## config.mk

```make
export PLATFORM = sky130hd
export DESIGN_NAME = uart_tx_arbiter
export DESIGN_NICKNAME = d
export VERILOG_FILES = /design/src/rtl/uart_tx_arbiter.sv
export SDC_FILE = /design/constraint.sdc
export NUM_CORES = 1
export LEC_CHECK = 0
export ABC_AREA = 1
export BUFFER_PORTS_ARGS = -buffer_cell sky130_fd_sc_hd__buf_4
export CAP_MARGIN = 20
export CELL_PAD_IN_SITES_DETAIL_PLACEMENT = 0
export CELL_PAD_IN_SITES_GLOBAL_PLACEMENT = 2
export CORE_ASPECT_RATIO = 0.75
export CORE_MARGIN = 10
export CORE_UTILIZATION = 28
export DETAILED_ROUTE_END_ITERATION = 8
export PLACE_DENSITY = 0.84
export SLEW_MARGIN = 20
export SYNTH_ARGS = -nofsm -noshare
export SYNTH_HDL_FRONTEND = slang
export SYNTH_SLANG_ARGS = --single-unit
```

## constraint.sdc

```tcl
create_clock -name clk -period 2.25 [get_ports clk]
set_input_delay 0.1125 -clock clk [delete_from_list [all_inputs] [get_ports clk]]
set_output_delay 0.1125 -clock clk [all_outputs]
set_load 0.01 [all_outputs]
```

## src/rtl/uart_tx_arbiter.sv

```systemverilog
// Round-robin arbiter sharing one uart_tx among four byte requesters, with
// optional per-channel grant lock and a launch-to-busy timeout.
module uart_tx_arbiter #(
   parameter int unsigned CLK_FREQ     = 50000000,
   parameter int unsigned BUSY_TIMEOUT = 16
) (
   input  logic        clk,
   input  logic        rst_n,
   input  logic [3:0]  req,
   input  logic [31:0] req_data,
   input  logic [3:0]  req_lock,
   output logic [3:0]  ack,
   output logic        uart_tx_en,
   output logic [7:0]  uart_tx_data,
   input  logic        uart_tx_busy,
   output logic [1:0]  grant_ch,
   output logic        arb_active,
   output logic        tx_timeout
);

   if (BUSY_TIMEOUT < 2 || BUSY_TIMEOUT > 255 || CLK_FREQ == 0) begin : g_bad_param
      $error("uart_tx_arbiter: BUSY_TIMEOUT must be 2..255 and CLK_FREQ nonzero");
   end

   typedef enum logic [1:0] {
      IDLE,
      WAIT_BUSY,
      WAIT_DONE
   } state_e;

   localparam logic [7:0] WAIT_LAST = 8'(BUSY_TIMEOUT - 1);

   state_e      state_q, state_d;
   logic [1:0]  rr_ptr_q, rr_ptr_d;
   logic        lock_hold_q, lock_hold_d;
   logic [7:0]  wait_cnt_q, wait_cnt_d;
   logic [7:0]  tx_data_q, tx_data_d;
   logic [1:0]  grant_q, grant_d;
   logic [3:0]  ack_q, ack_d;
   logic        tx_en_q, tx_en_d;
   logic        timeout_q, timeout_d;

   logic        sel_valid;
   logic [1:0]  sel_ch;
   logic [1:0]  scan_idx;

   // A held lock wins outright; otherwise scan from rr_ptr upward, wrapping.
   always_comb begin
      sel_valid = 1'b0;
      sel_ch    = rr_ptr_q;
      scan_idx  = rr_ptr_q;
      if (lock_hold_q && req[grant_q]) begin
         sel_valid = 1'b1;
         sel_ch    = grant_q;
      end else begin
         for (int i = 0; i < 4; i++) begin
            scan_idx = rr_ptr_q + 2'(i);
            if (!sel_valid && req[scan_idx]) begin
               sel_valid = 1'b1;
               sel_ch    = scan_idx;
            end
         end
      end
   end

   // NOTE: every signal gets its hold value first so no path leaves one
   // unassigned; that is what keeps this block free of inferred latches.
   always_comb begin
      state_d     = state_q;
      rr_ptr_d    = rr_ptr_q;
      lock_hold_d = lock_hold_q;
      wait_cnt_d  = wait_cnt_q;
      tx_data_d   = tx_data_q;
      grant_d     = grant_q;
      ack_d       = 4'b0000;
      tx_en_d     = 1'b0;
      timeout_d   = 1'b0;

      case (state_q)
         IDLE: begin
            if (sel_valid) begin
               tx_data_d   = req_data[{sel_ch, 3'b000} +: 8];
               grant_d     = sel_ch;
               ack_d       = 4'b0001 << sel_ch;
               tx_en_d     = 1'b1;
               lock_hold_d = req_lock[sel_ch];
               rr_ptr_d    = sel_ch + 2'd1;
               wait_cnt_d  = 8'd0;
               state_d     = WAIT_BUSY;
            end else if (lock_hold_q && !req[grant_q]) begin
               lock_hold_d = 1'b0;
            end
         end

         WAIT_BUSY: begin
            if (uart_tx_busy) begin
               state_d = WAIT_DONE;
            end else if (wait_cnt_q == WAIT_LAST) begin
               timeout_d   = 1'b1;
               lock_hold_d = 1'b0;
               state_d     = IDLE;
            end else begin
               wait_cnt_d = wait_cnt_q + 8'd1;
            end
         end

         WAIT_DONE: begin
            if (!uart_tx_busy) begin
               state_d = IDLE;
            end
         end

         default: state_d = IDLE;
      endcase
   end

   // NOTE: state registers use non-blocking assignments so every flop
   // samples the pre-edge values regardless of statement order.
   always_ff @(posedge clk or negedge rst_n) begin
      if (!rst_n) begin
         state_q     <= IDLE;
         rr_ptr_q    <= 2'd0;
         lock_hold_q <= 1'b0;
         wait_cnt_q  <= 8'd0;
         tx_data_q   <= 8'h00;
         grant_q     <= 2'd0;
         ack_q       <= 4'b0000;
         tx_en_q     <= 1'b0;
         timeout_q   <= 1'b0;
      end else begin
         state_q     <= state_d;
         rr_ptr_q    <= rr_ptr_d;
         lock_hold_q <= lock_hold_d;
         wait_cnt_q  <= wait_cnt_d;
         tx_data_q   <= tx_data_d;
         grant_q     <= grant_d;
         ack_q       <= ack_d;
         tx_en_q     <= tx_en_d;
         timeout_q   <= timeout_d;
      end
   end

   assign ack          = ack_q;
   assign uart_tx_en   = tx_en_q;
   assign uart_tx_data = tx_data_q;
   assign grant_ch     = grant_q;
   assign arb_active   = (state_q != IDLE);
   assign tx_timeout   = timeout_q;

endmodule

```

==> Word-level counts from Yosys, hierarchy flattened <==
Index checks and enable logic that the tools add are counted.
{ "classes": {"n_addsub": 5, "magnitude_cmp": 6, "n_eq_ne": 10, "n_shift": 2, "mux": 45, "reduce_logical": 16} }
{ "op_table": {"columns": ["cell", "n"], "rows": [
  ["variable part select 32 x 6 -> 8 bit", 1],
  ["2-to-1 mux 8 bit", 3],
  ["2-to-1 mux 1 bit", 23],
  ["less-than comparator 2 x 3 -> 1 bit, second input constant", 6],
  ["2-to-1 mux 2 bit", 8],
  ["case mux 8 bit (2 select lines)", 1],
  ["binary-select mux 1 bit (select 2 bit)", 6],
  ["inequality test 2 bit, second input constant", 5],
  ["adder 8 x 1 -> 8 bit, second input constant", 1],
  ["equality test 8 x 4 -> 1 bit, second input constant", 1],
  ["2-to-1 mux 4 bit", 2],
  ["AND reduction 4 bit", 2],
  ["inequality test 3 bit, second input constant", 2],
  ["case mux 2 bit (3 select lines)", 1],
  ["logical AND 1 bit", 5],
  ["adder 2 x 1 -> 2 bit, second input constant", 2],
  ["adder 2 bit, second input constant", 2],
  ["zero test 1 bit", 4],
  ["nonzero test 2 bit", 2],
  ["left shift 1 x 2 -> 4 bit, first input constant", 1],
  ["AND reduction 3 bit", 1],
  ["equality test 2 x 1 -> 1 bit, second input constant", 1],
  ["equality test 2 bit, second input constant", 1],
  ["zero test 2 bit", 1],
  ["other kinds (2)", 2]
]} }
{ "totals": {"ff_bits": 29, "input_bits": 43, "out_inout_bits": 17, "word_cells": 93} }

==> Depth between registers and ports, before layout <==
Gate-level depths: netlist of the first run.
{ "logic_depth": {"word_depth": 20, "depth_mapped": 19, "mapped_depth_nobuf": 17} }

==> Least setup slack after synthesis of the first run <==
OpenSTA, ideal clock, no wires.
{ "synth_timing": {"kind": "reg-to-reg", "start": "register rr_ptr_q[0]", "end": "register rr_ptr_q[1]", "setup_time_ps": 127, "t_arrival_ps": 1771, "required_time_ps": 2123, "slack_ps": 352, "path_stages_with_launch": 14, "path_buffers": 1, "synth_period_minus_slack_ps": 1898, "cell_sequence": "dfrtp_1 -> buf_4 -> nand2_2 -> nand2_1 -> nand2_1 -> nand2_2 -> nor2_8 -> nand2_1 -> o21ai_2 -> inv_2 -> a21boi_4 -> ha_1 -> nand2_1 -> o21ai_0"} }
{ "synth_between": {"elab_chain_len": 17, "elab_cells_between_ends": 31, "classes_between": "4 x add/sub; 20 x mux; 7 x reduce/logical"} }
{ "synth_lines": {"columns": ["item", "line", "rtl"], "rows": [
  ["start, declared", "34", "logic [1:0] rr_ptr_q, rr_ptr_d;"],
  ["start signal, assigned", "132", "rr_ptr_q <= rr_ptr_d;"],
  ["binary-select mux 1 bit (select 2 bit)", "58", "if (!sel_valid && req[scan_idx]) begin"],
  ["2-to-1 mux 1 bit (implied by the code)", "58", null],
  ["2-to-1 mux 1 bit", "58", null],
  ["2-to-1 mux 1 bit", "52", "if (lock_hold_q && req[grant_q]) begin"],
  ["zero test 1 bit", "58", null],
  ["logical AND 1 bit", "58", null],
  ["2-to-1 mux 1 bit", "58", null],
  ["2-to-1 mux 1 bit", "52", null],
  ["[... 2 more ...]", null, null],
  ["2-to-1 mux 1 bit", "58", null],
  ["2-to-1 mux 1 bit", "52", null],
  ["zero test 1 bit", "58", null],
  ["logical AND 1 bit", "58", null],
  ["2-to-1 mux 2 bit *", "58", null],
  ["2-to-1 mux 2 bit *", "52", null],
  ["named net sel_ch[1]", "44", "logic [1:0] sel_ch;"],
  ["adder 2 x 1 -> 2 bit *", "87", "rr_ptr_d = sel_ch + 2'd1;"]
]} }
Mark *: on every way through the listed nets, which the timed path passes. The rest lies on a longest branch. The select of a mux whose other input is x is not followed.
A chain may end at the register's enable or synchronous reset.

==> Worst setup path in the final report of the first run <==
Same ends and word-level chain as after synthesis.

==> results.md, run 1 <==
* DRC errors left at 0
* CORE AREA at about 0.0074 mm²
* Switching Share at 0.515
* Final hold viol count at 0
* Worst Reg-to-Reg Cells at 16
* Switching power at 2.31 mW
* Total CTS buffers at 5
* Seq cells post-synth at 29
* Nets at 432
* Sequential share of power at 0.186
* Die width at approximately 120 µm
* Setup crit start kind: flip-flop
* Detailed Place HPWL at between 4 and 5 mm
* Iter 0 DRT Violations at 123
* Skew-Pair Late Insertion Delay at around 0.28 ns
* P_leak at between 1.5 and 2 nW
* CTS tree: done
* DR pass1 iterations at 4
* Slew Viols, Final at 0
* CTS root buf: clkbuf_8
* H-tree Lvls at 2
* Outcome: completed
* Crit Reg-Reg Endpoint: rr_ptr_q[1]
* Commonest cells after routing, fill and taps aside: nand2_1, buf_4, inv_1, nand3_1, dfrtp_1
* Vias at 2,095
* First-pass GRT wire length at 10.7 mm
* Area Growth Syn to Fin at 31.7%
* Max-cap violations at 0
* Min-Delay Path Class: input port to flip-flop
* Clock-pin slew on the worst setup and hold paths at around 0.06 ns
* I/O Pins at 60
* # diodes at 0
* Sequential area share after synthesis at 0.338
* Clock Path Buffers at 2
* Critical Path Sink: rr_ptr_q[1]
* # fillers at ~790
* Detailed Route WL at 6.26 mm
* Layout Skew at around 0.0063 ns
* Avg Cell Area, Syn at 6.79 µm²
* Fraction of layout cells with a size suffix above 1 at 0.292
* Total grt overflow at 0
* CP required at between 2 and 2.5 ns
* Critical Path Sink Type: flip-flop
* Post-synth cell types at 33
* Initial Util at 0.290
* Worst reg2reg setup slack at approximately 0.18 ns
* Worst Max-Slew Pin Slew at approximately 0.40 ns
* Internal cell power at 2.18 mW
* # rows at 27
* Worst Setup SP: rr_ptr_q[0]
* Vias/cell at 4.32
* Largest net degree at the start of global routing at 30
* Tot GR Track Use at 0.113
* Tcrit/Tclk final at 0.920
* Clock sink count at 29
* RSZ-0062 raised after global routing: false
* FMAX at 483 MHz
* Worst reg2reg startpoint: rr_ptr_q[0]
* Pwr Density at between 1500 and 2000 mW/mm²
* Commonest non-fill, non-tap cell in the layout: nand2_1
* Combinational Power Share at 0.717
* Synthesized instance count at 316
* Critical path fanouts, max at 14
* Die extent in y at between 90 and 100 µm
* Finished Layout Cells at between 400 and 500
* WL/cell at roughly 13 µm
* Clock group share of total power at 0.097
* Initial antenna violation count at 0
* DP Cell Count at 477
* Final Setup Violations at 0
* Max_slew headroom at 0.735
* VDD IR max at between 0.6 and 0.7 mV
* Die area at 0.0116 mm²
* Crit path DAT at approximately 2.2 ns
* Syn Nets at 364
* Setup_tns at 0 ns
* GPL Wtd Cong at between 0.8 and 0.9
* Vias in the first global route at about 2,200
* Synth warn at 0
* PortBufs at between 50 and 60
* Synth Cell Area at between 0.002 and 0.0025 mm²
* Post-CTS Setup Bufs at 0
* Crit Path Category: flip-flop to flip-flop
* Fin crit period at a little over 2 ns
* Antenna-violating nets left at 0
-- per-layer routing --
metal  vias up  wire length (µm)  global-route usage
met5         -                 0                   0
met3         8               467              0.0468
li1       1114                 -                   -
met4         0                64              0.0271
met2        54              2460               0.155
met1       919              3260               0.158
-- Yosys cell counts (all sizes together) --
master / instances / share of area
dfrtp: 29 / 0.34
nand3b: 1 / 0.0035
inv: 50 / 0.088
buf: 9 / 0.039
nand3: 42 / 0.10
nor4: 1 / 0.0029
o21a: 1 / 0.0035
clkbuf: 1 / 0.0017
nand2: 128 / 0.26
a21oi: 8 / 0.019
o21ai: 9 / 0.023
a21boi: 1 / 0.0088
nor3b: 1 / 0.0035
xor2: 1 / 0.0041
a211oi: 1 / 0.0035
o31ai: 1 / 0.0035
ha: 5 / 0.029
or2: 1 / 0.0029
nand4: 4 / 0.012
nor3: 4 / 0.012
nor2: 18 / 0.044
-- power groups by stage --
stage | logic [mW] | registers (mW) | clock network, mW
detailed placement | 3.26 | 0.835 | 0
floorplan | 2.30 | 0.868 | 0
finish | 3.22 | 0.834 | 0.437
global route | 3.70 | 0.859 | 0.471
CTS | 3.27 | 0.831 | 0.444
global placement | 3.25 | 0.837 | 0
-- layout make-up --
type                    instances  area, µm²  area share
multi-input cells             227       1140       0.405
flip-flops and latches         29        726       0.257
repair buffers                 71        552       0.195
inverters                      50        190      0.0673
well taps                     101        126      0.0447
clock buffers                   7       86.3      0.0306
-- registers in the layout, indices dropped and copies added, names as in the netlist --
register and count:
uart_tx_data 8, ack 4, grant_ch 2, tx_timeout 1, wait_cnt_q 8, rr_ptr_q 2
state_q 2, lock_hold_q 1, uart_tx_en 1
-- kinds of logic (layout without fill, tap and decap cells) --
logic type / Yosys count / after routing / share of synthesized area
AND/OR/NAND/NOR: 200 / 200 / 0.439
buffers and inverters: 60 / 128 / 0.128
flip-flops: 29 / 29 / 0.338
AO/OA/AOI/OAI: 21 / 21 / 0.0607
adder cells (fa/ha/maj): 5 / 5 / 0.0292
XOR/XNOR: 1 / 1 / 0.00408
-- worst min path at each step --
stage / from / endpoint / slack [ns] / cells past startpoint
2_1_floorplan: rst_n / ack[0] / -0.18 / 0
3_3_place_gp: rst_n / state_q[1] / 0.07 / 1
3_5_place_dp: rst_n / tx_timeout / 0.07 / 1
4_1_cts: uart_tx_busy / tx_timeout / 0.005 / 2
5_1_grt: uart_tx_busy / tx_timeout / 0.01 / 2
6_report: uart_tx_busy / tx_timeout / 0.01 / 2
-- repair_timing --
action	CTS	global route
endpoints found under the hold margin	29	0
gates resized for setup	0	2
setup endpoints to repair	0	9
hold buffers	1	0
-- critical path, stage by stage, from the launching register on --
cell     delay [ns]
dfrtp_1        0.41
buf_6          0.16
nand2_1        0.08
nand2_2        0.09
nand2_2        0.08
nand2_4        0.07
nand2_2        0.08
nand2_1        0.06
nand2_1        0.06
nand2_1        0.06
nand2_2        0.07
nand2_4        0.05
nand2_4        0.15
inv_2          0.05
ha_1           0.29
nand2_1        0.09
o21ai_0        0.08
-- through the flow --
step                area (µm²)  power, mW  hold WS, ns   util  setup slack (ns)
finish                    2820       4.49       0.0112  0.382             0.180
global route              2820       5.03       0.0144  0.382           0.00556
CTS                       2820       4.55      0.00501  0.381             0.154
detailed placement        2720       4.09       0.0678  0.368             0.171
global placement          2720       4.09       0.0665  0.368             0.151
floorplan                 2140       3.17       -0.183      -             0.352
(Power assumes the default switching activity.)
==> run 2: changes to the inputs <==
- ABC_AREA: 1 -> 0
- CORE_UTILIZATION: 28 -> 30
- PLACE_DENSITY: 0.84 -> 0.83
==> run 2 against run 1 <==
First-iteration DRC count is 41% lower. Sequential power up 2%. Register-to-register slack got worse by 0.05 ns. Sequential share of layout area is 3.8 points higher. Routed wire length shrank 19%. Largest power group unchanged. Largest cell class unchanged.
==> results.md, run 2 <==
* Die extent in y at 86.1 µm
* Synthesized instance count at 171
* Commonest non-fill, non-tap cell in the layout: buf_4
* CORE AREA at about 0.0055 mm²
* Switching power at 1.17 mW
* Initial antenna violation count at 0
* Crit path DAT at 2.29 ns
* PortBufs at 59
* Synth Cell Area at 0.00175 mm²
* Worst Setup SP: grant_ch[1]
* Commonest cells after routing, fill and taps aside: buf_4, dfrtp_1, mux2i_1, nand2_1, o221ai_1
* Clock sink count at 29
* Most used DFF post-synth: dfrtp_1
* CP required at ~2.4 ns
* Final hold viol count at 0
* Final Setup Violations at 0
* P_leak at roughly 1.2 nW
* Setup_tns at 0 ns
* Hold Worst Slack at 0.0252 ns
* Sequential area share after synthesis at 0.415
* WL/cell at between 15 and 20 µm
* Area Growth Syn to Fin at 40.8%
* Syn Nets at between 200 and 250
* Clock Path Buffers at 2
* Synth area leader: dfrtp_1
* RSZ-0062 raised after global routing: false
* Clock group share of total power at 0.211
* Detailed Route WL at between 5 and 6 mm
* Crit Path Category: flip-flop to flip-flop
* Avg Cell Area, Syn at 10.2 µm²
* Largest cells by area after synthesis: dfrtp_1, mux2i_1, o221ai_1, nand2_1, ha_1
* Synth top area share at 0.415
* Internal cell power at slightly below 2 mW
* Outcome: completed
* Detailed Place HPWL at ~4 mm
* DR pass1 iterations at 4
* Switching Share at 0.378
* DRC errors left at 0
* Nets at approximately 290
* Die area at a little over 0.009 mm²
* Skew-Pair Late Insertion Delay at ~0.28 ns
* Final WS setup at 0.133 ns
* First-pass GRT wire length at approximately 8.2 mm
* Vias in the first global route at 1,576
* Max-cap violations at 0
* Vias at between 1,500 and 2,000
* Initial Util at 0.318
* Tot GR Track Use at 0.110
* Place WS at approximately 0.18 ns
* Seq cells post-synth at 29
* FMAX at 472 MHz
* Asr flop ratio synth at 1.00
* Die width at ~110 µm
* Worst reg2reg startpoint: grant_ch[1]
* Synth warn at 0
* H-tree Lvls at 2
* Iter 0 DRT Violations at 72
* Worst Max-Slew Pin Slew at between 0.4 and 0.5 ns
* Post-synth cell types at 46
* Post_cts resized at 0
* Antenna-violating nets left at 0
* Slew Viols, Final at 0
* Total CTS buffers at 5
* Fin crit period at about 2.1 ns
* I/O Pins at 60
* Vias/cell at 4.86
* Clock-pin slew on the worst setup and hold paths at about 0.070 ns
* Total power at 3.09 mW
* Pwr Density at between 1000 and 1500 mW/mm²
* EDFF count, synth at 0
* CTS tree: done
* Total grt overflow at 0
* Critical path fanouts, max at 11
* # rows at 23
* Hold Path Origin: uart_tx_busy
* Tcrit/Tclk final at 0.941
* CTS root buf: clkbuf_8
* GPL Wtd Cong at around 0.84
* Count leader, synth: dfrtp_1
* VDD IR max at 0.442 mV
* Setup crit start kind: flip-flop
* Max_slew headroom at 0.689
* Layout Skew at around 0.0058 ns
* # diodes at 0
* Sequential share of power at 0.276
* Combinational Power Share at 0.512
* Commonest cells post-synth: dfrtp_1, mux2i_1, nand2_1, o221ai_1
* Critical Path Sink Type: flip-flop
* Largest net degree at the start of global routing at 30
* Fraction of layout cells with a size suffix above 1 at 0.372
* Min-Delay Path Class: input port to flip-flop
run 2: final timing paths:
kind | slack, ns | endpoint | cells after the start
max reg2reg | 0.13 | ack[1] | 7
min | 0.03 | tx_timeout | 2
max | 0.13 | ack[1] | 7
min in group asynchronous | 0.29 | ack[1] | 2
min reg2reg | 0.50 | uart_tx_data[7] | 2
max in group asynchronous | 1.69 | rr_ptr_q[0] | 2
run 2: metrics by stage:
stage                     cells  utilization  instance area (µm²)
final                       314        0.448                 2460
after CTS                   314        0.448                 2460
after floorplan             171            -                 1750
after global placement      305        0.422                 2320
after global routing        314        0.448                 2460
after detailed placement    305        0.422                 2320
run 2: power groups by stage:
| stage | clock, mW | combinational, mW | sequential [mW] |
|---|---|---|---|
| floorplan | 0 | 0.969 | 0.869 |
| detailed placement | 0 | 1.61 | 0.857 |
| global placement | 0 | 1.61 | 0.856 |
| global route | 0.688 | 1.78 | 0.883 |
| CTS | 0.664 | 1.61 | 0.852 |
| finish | 0.653 | 1.58 | 0.853 |
run 2: cell type report:
class	count	area [µm²]
fillers	554	3040
inverters	9	33.8
repair buffers	69	533
clock buffers	5	68.8
well taps	75	93.8
clock inverters	3	65.1
flip-flops and latches	29	726
multi-input cells	124	941
run 2: timing repair:
action	in CTS	in global routing
hold buffers	1	0
hold endpoints to repair	29	0
setup buffers	0	0
run 2: layer usage:
metal / vias to the layer above / track usage / wire [µm]
met2: 37 / 0.157 / 2340
met3: 4 / 0.0284 / 223
li1: 748 / - / -
met1: 738 / 0.153 / 2470
met5: - / 0 / 0
met4: 0 / 0.0436 / 60
run 2: cell families after synthesis:
logic type,share of synthesized area
flip-flops,0.415
buffers and inverters,0.0487
XOR/XNOR,0.0301
AO/OA/AOI/OAI,0.141
adder cells (fa/ha/maj),0.0358
multiplexers,0.142
AND/OR/NAND/NOR,0.187
run 2: critical path: stages, from the launching register on:
cell	delay [ns]
dfrtp_1	0.47
mux2_2	0.38
a22o_1	0.31
o21ai_2	0.18
buf_4	0.23
inv_1	0.10
ha_1	0.19
and2_1	0.14
==> run 3: changes to the inputs <==
- clock period: 2.25 -> 2.4 ns (I/O delays scaled with it)
==> run 3 against run 2 <==
Clock-buffer cell count is 1 higher. Clock skew is 0.0065 ns higher. Flip-flop and latch count stayed put. Critical path depth is 1 lower. Global-route usage is 0.47 points lower. Critical path type unchanged. Via count is 2.6% lower. Die area stayed put. Maximum frequency is 1.7% lower. First-iteration DRC count is 53% lower. Cell count is 1.6% lower. Setup slack better by 0.11 ns. Cell area is 3.5% lower. Largest power group unchanged.
==> results.md, run 3 (synthesis gave the netlist of run 2 again) <==
* Layout Skew at 0.0123 ns
* Place WS at about 0.13 ns
* CP max-delay cell: or4_4
* Commonest non-fill, non-tap cell in the layout: buf_4
* Iter 0 DRT Violations at 34
* RSZ-0062 raised after global routing: false
* Slew Viols, Final at 0
* Fraction of layout cells with a size suffix above 1 at 0.359
* Combinational Power Share at 0.538
* GPL Wtd Cong at ~0.80
* Switching power at approximately 1.1 mW
* Min-Delay Path Class: input port to flip-flop
* Die extent in y at 86.1 µm
* Largest net degree at the start of global routing at 30
* Outcome: completed
* CTS root buf: clkbuf_8
* H-tree Lvls at 2
* Worst Max-Slew Pin Slew at ~0.5 ns
* Switching Share at 0.408
* First-pass GRT wire length at 8.09 mm
* WL/cell at 16.1 µm
* CTS tree: done
* Area Growth Syn to Fin at 35.9%
* Clock Path Buffers at 2
* Vias in the first global route at around 1,600
* Internal cell power at 1.55 mW
* Die width at approximately 110 µm
* Detailed Route WL at between 4 and 5 mm
* Fin crit period at between 2 and 2.5 ns
* Clock group share of total power at 0.146
* # rows at 23
* Crit path DAT at between 2 and 2.5 ns
* CORE AREA at between 0.005 and 0.006 mm²
* # diodes at 0
* Vias/cell at slightly below 5
* DRC errors left at 0
* Die area at 0.00931 mm²
* Commonest cells after routing, fill and taps aside: buf_4, dfrtp_1, mux2i_1, nand2_1, o221ai_1
* Detailed Place HPWL at 3.84 mm
* Tot GR Track Use at 0.105
* Total grt overflow at 0
* Max_slew headroom at 0.667
* DP Cell Count at 300
* Antenna-violating nets left at 0
* Initial antenna violation count at 0
* Max-cap violations at 0
* Buf+Inv Stages, Crit Path at 0
* I/O Pins at 60
* Pwr Density at 1100 mW/mm²
* Sequential share of power at 0.316
* FMAX at 464 MHz
* Skew-Pair Late Insertion Delay at roughly 0.28 ns
* CP required at between 2 and 3 ns
* Final Setup Violations at 0
* Critical Path, Cell by Cell: or4_4, a2bb2oi_2, a2111oi_4, nor3_2, nand3_2, mux2i_1
* Vias at ~1,500
* # fillers at 546
* Total CTS buffers at 5
* Top cell family by delay on the critical path: simple AND/OR/NAND/NOR gates
* Critical Path Sink Type: flip-flop
* PortBufs at 59
* Setup crit start kind: flip-flop
* VDD IR max at 0.441 mV
* Post-layout util at 0.432
* Final WS setup at roughly 0.25 ns
* Crit Path Category: flip-flop to flip-flop
* Clock-pin slew on the worst setup and hold paths at ~0.070 ns
* Setup_tns at 0 ns
* Critical path's largest stage delay at 0.55 ns
* Initial Util at 0.318
* Clock sink count at 29
* Final hold viol count at 0
* Nets at roughly 280
* DR pass1 iterations at 4
* P_leak at around 1.1 nW
* Post-CTS Setup Bufs at 0
* Critical path fanouts, max at 6
* Finished Layout Cells at a little over 300
* Tcrit/Tclk final at 0.897
==> run 3: cell types whose count changed in the layout (fill, tap and decap cells not counted) <==
cell,delta
nand2_2,+1
bufinv_16,-2
nand2_1,-1
clkinv_2,+1
buf_4,-5
clkbuf_1,+1
==> run 3: per-layer routing <==
| metal | share of wire | vias to the layer above | wire length, µm | track usage |
|---|---|---|---|---|
| met5 | 0 | - | 0 | 0 |
| met4 | 0.0068 | 0 | 34 | 0.0327 |
| met3 | 0.031 | 2 | 155 | 0.0254 |
| met2 | 0.48 | 22 | 2370 | 0.158 |
| met1 | 0.49 | 726 | 2410 | 0.145 |
| li1 | - | 737 | - | - |
==> run 3: worst paths after layout <==
| check | from | to | slack (ns) | depth (start not counted) |
|---|---|---|---|---|
| setup / recovery | rr_ptr_q[1] | wait_cnt_q[5] | 0.25 | 6 |
| hold / removal | uart_tx_busy | tx_timeout | 0.02 | 2 |
| setup reg to reg | rr_ptr_q[1] | wait_cnt_q[5] | 0.25 | 6 |
| hold reg to reg | uart_tx_data[3] | uart_tx_data[3] | 0.50 | 2 |
| max in group asynchronous | rst_n | wait_cnt_q[0] | 1.80 | 2 |
| min in group asynchronous | rst_n | wait_cnt_q[1] | 0.30 | 2 |
==> run 3: timing repair <==
item	4_1_cts	5_1_grt
hold buffers	1	0
endpoints found under the hold margin	29	0
endpoints found under the setup margin	0	9
resized for setup	0	1
==> run 3: final cells by class <==
cell class | instances | area, µm² | share of cell area
clock buffer | 6 | 72.6 | 0.0306
clock inverter | 2 | 10.0 | 0.00421
inverter | 9 | 33.8 | 0.0142
multi-input combinational | 124 | 943 | 0.397
sequential | 29 | 726 | 0.306
tap | 75 | 93.8 | 0.0395
timing repair buffer | 64 | 495 | 0.209
==> run 3: power by group through the flow <==
stage	Sequential, mW	Combinational, mW	Clock, mW
final	0.825	1.41	0.382
after global routing	0.849	1.57	0.416
after CTS	0.823	1.43	0.394
after detailed placement	0.826	1.42	0
after global placement	0.826	1.41	0
after floorplan	0.815	0.909	0
==> run 3: per-stage QoR <==
step	power [mW]	instance area, µm²	hold slack [ns]
2_1_floorplan	1.72	1750	-0.176
3_3_place_gp	2.24	2280	0.0700
3_5_place_dp	2.24	2280	0.0729
4_1_cts	2.64	2370	0.0120
5_1_grt	2.83	2370	0.0271
6_report	2.61	2370	0.0247
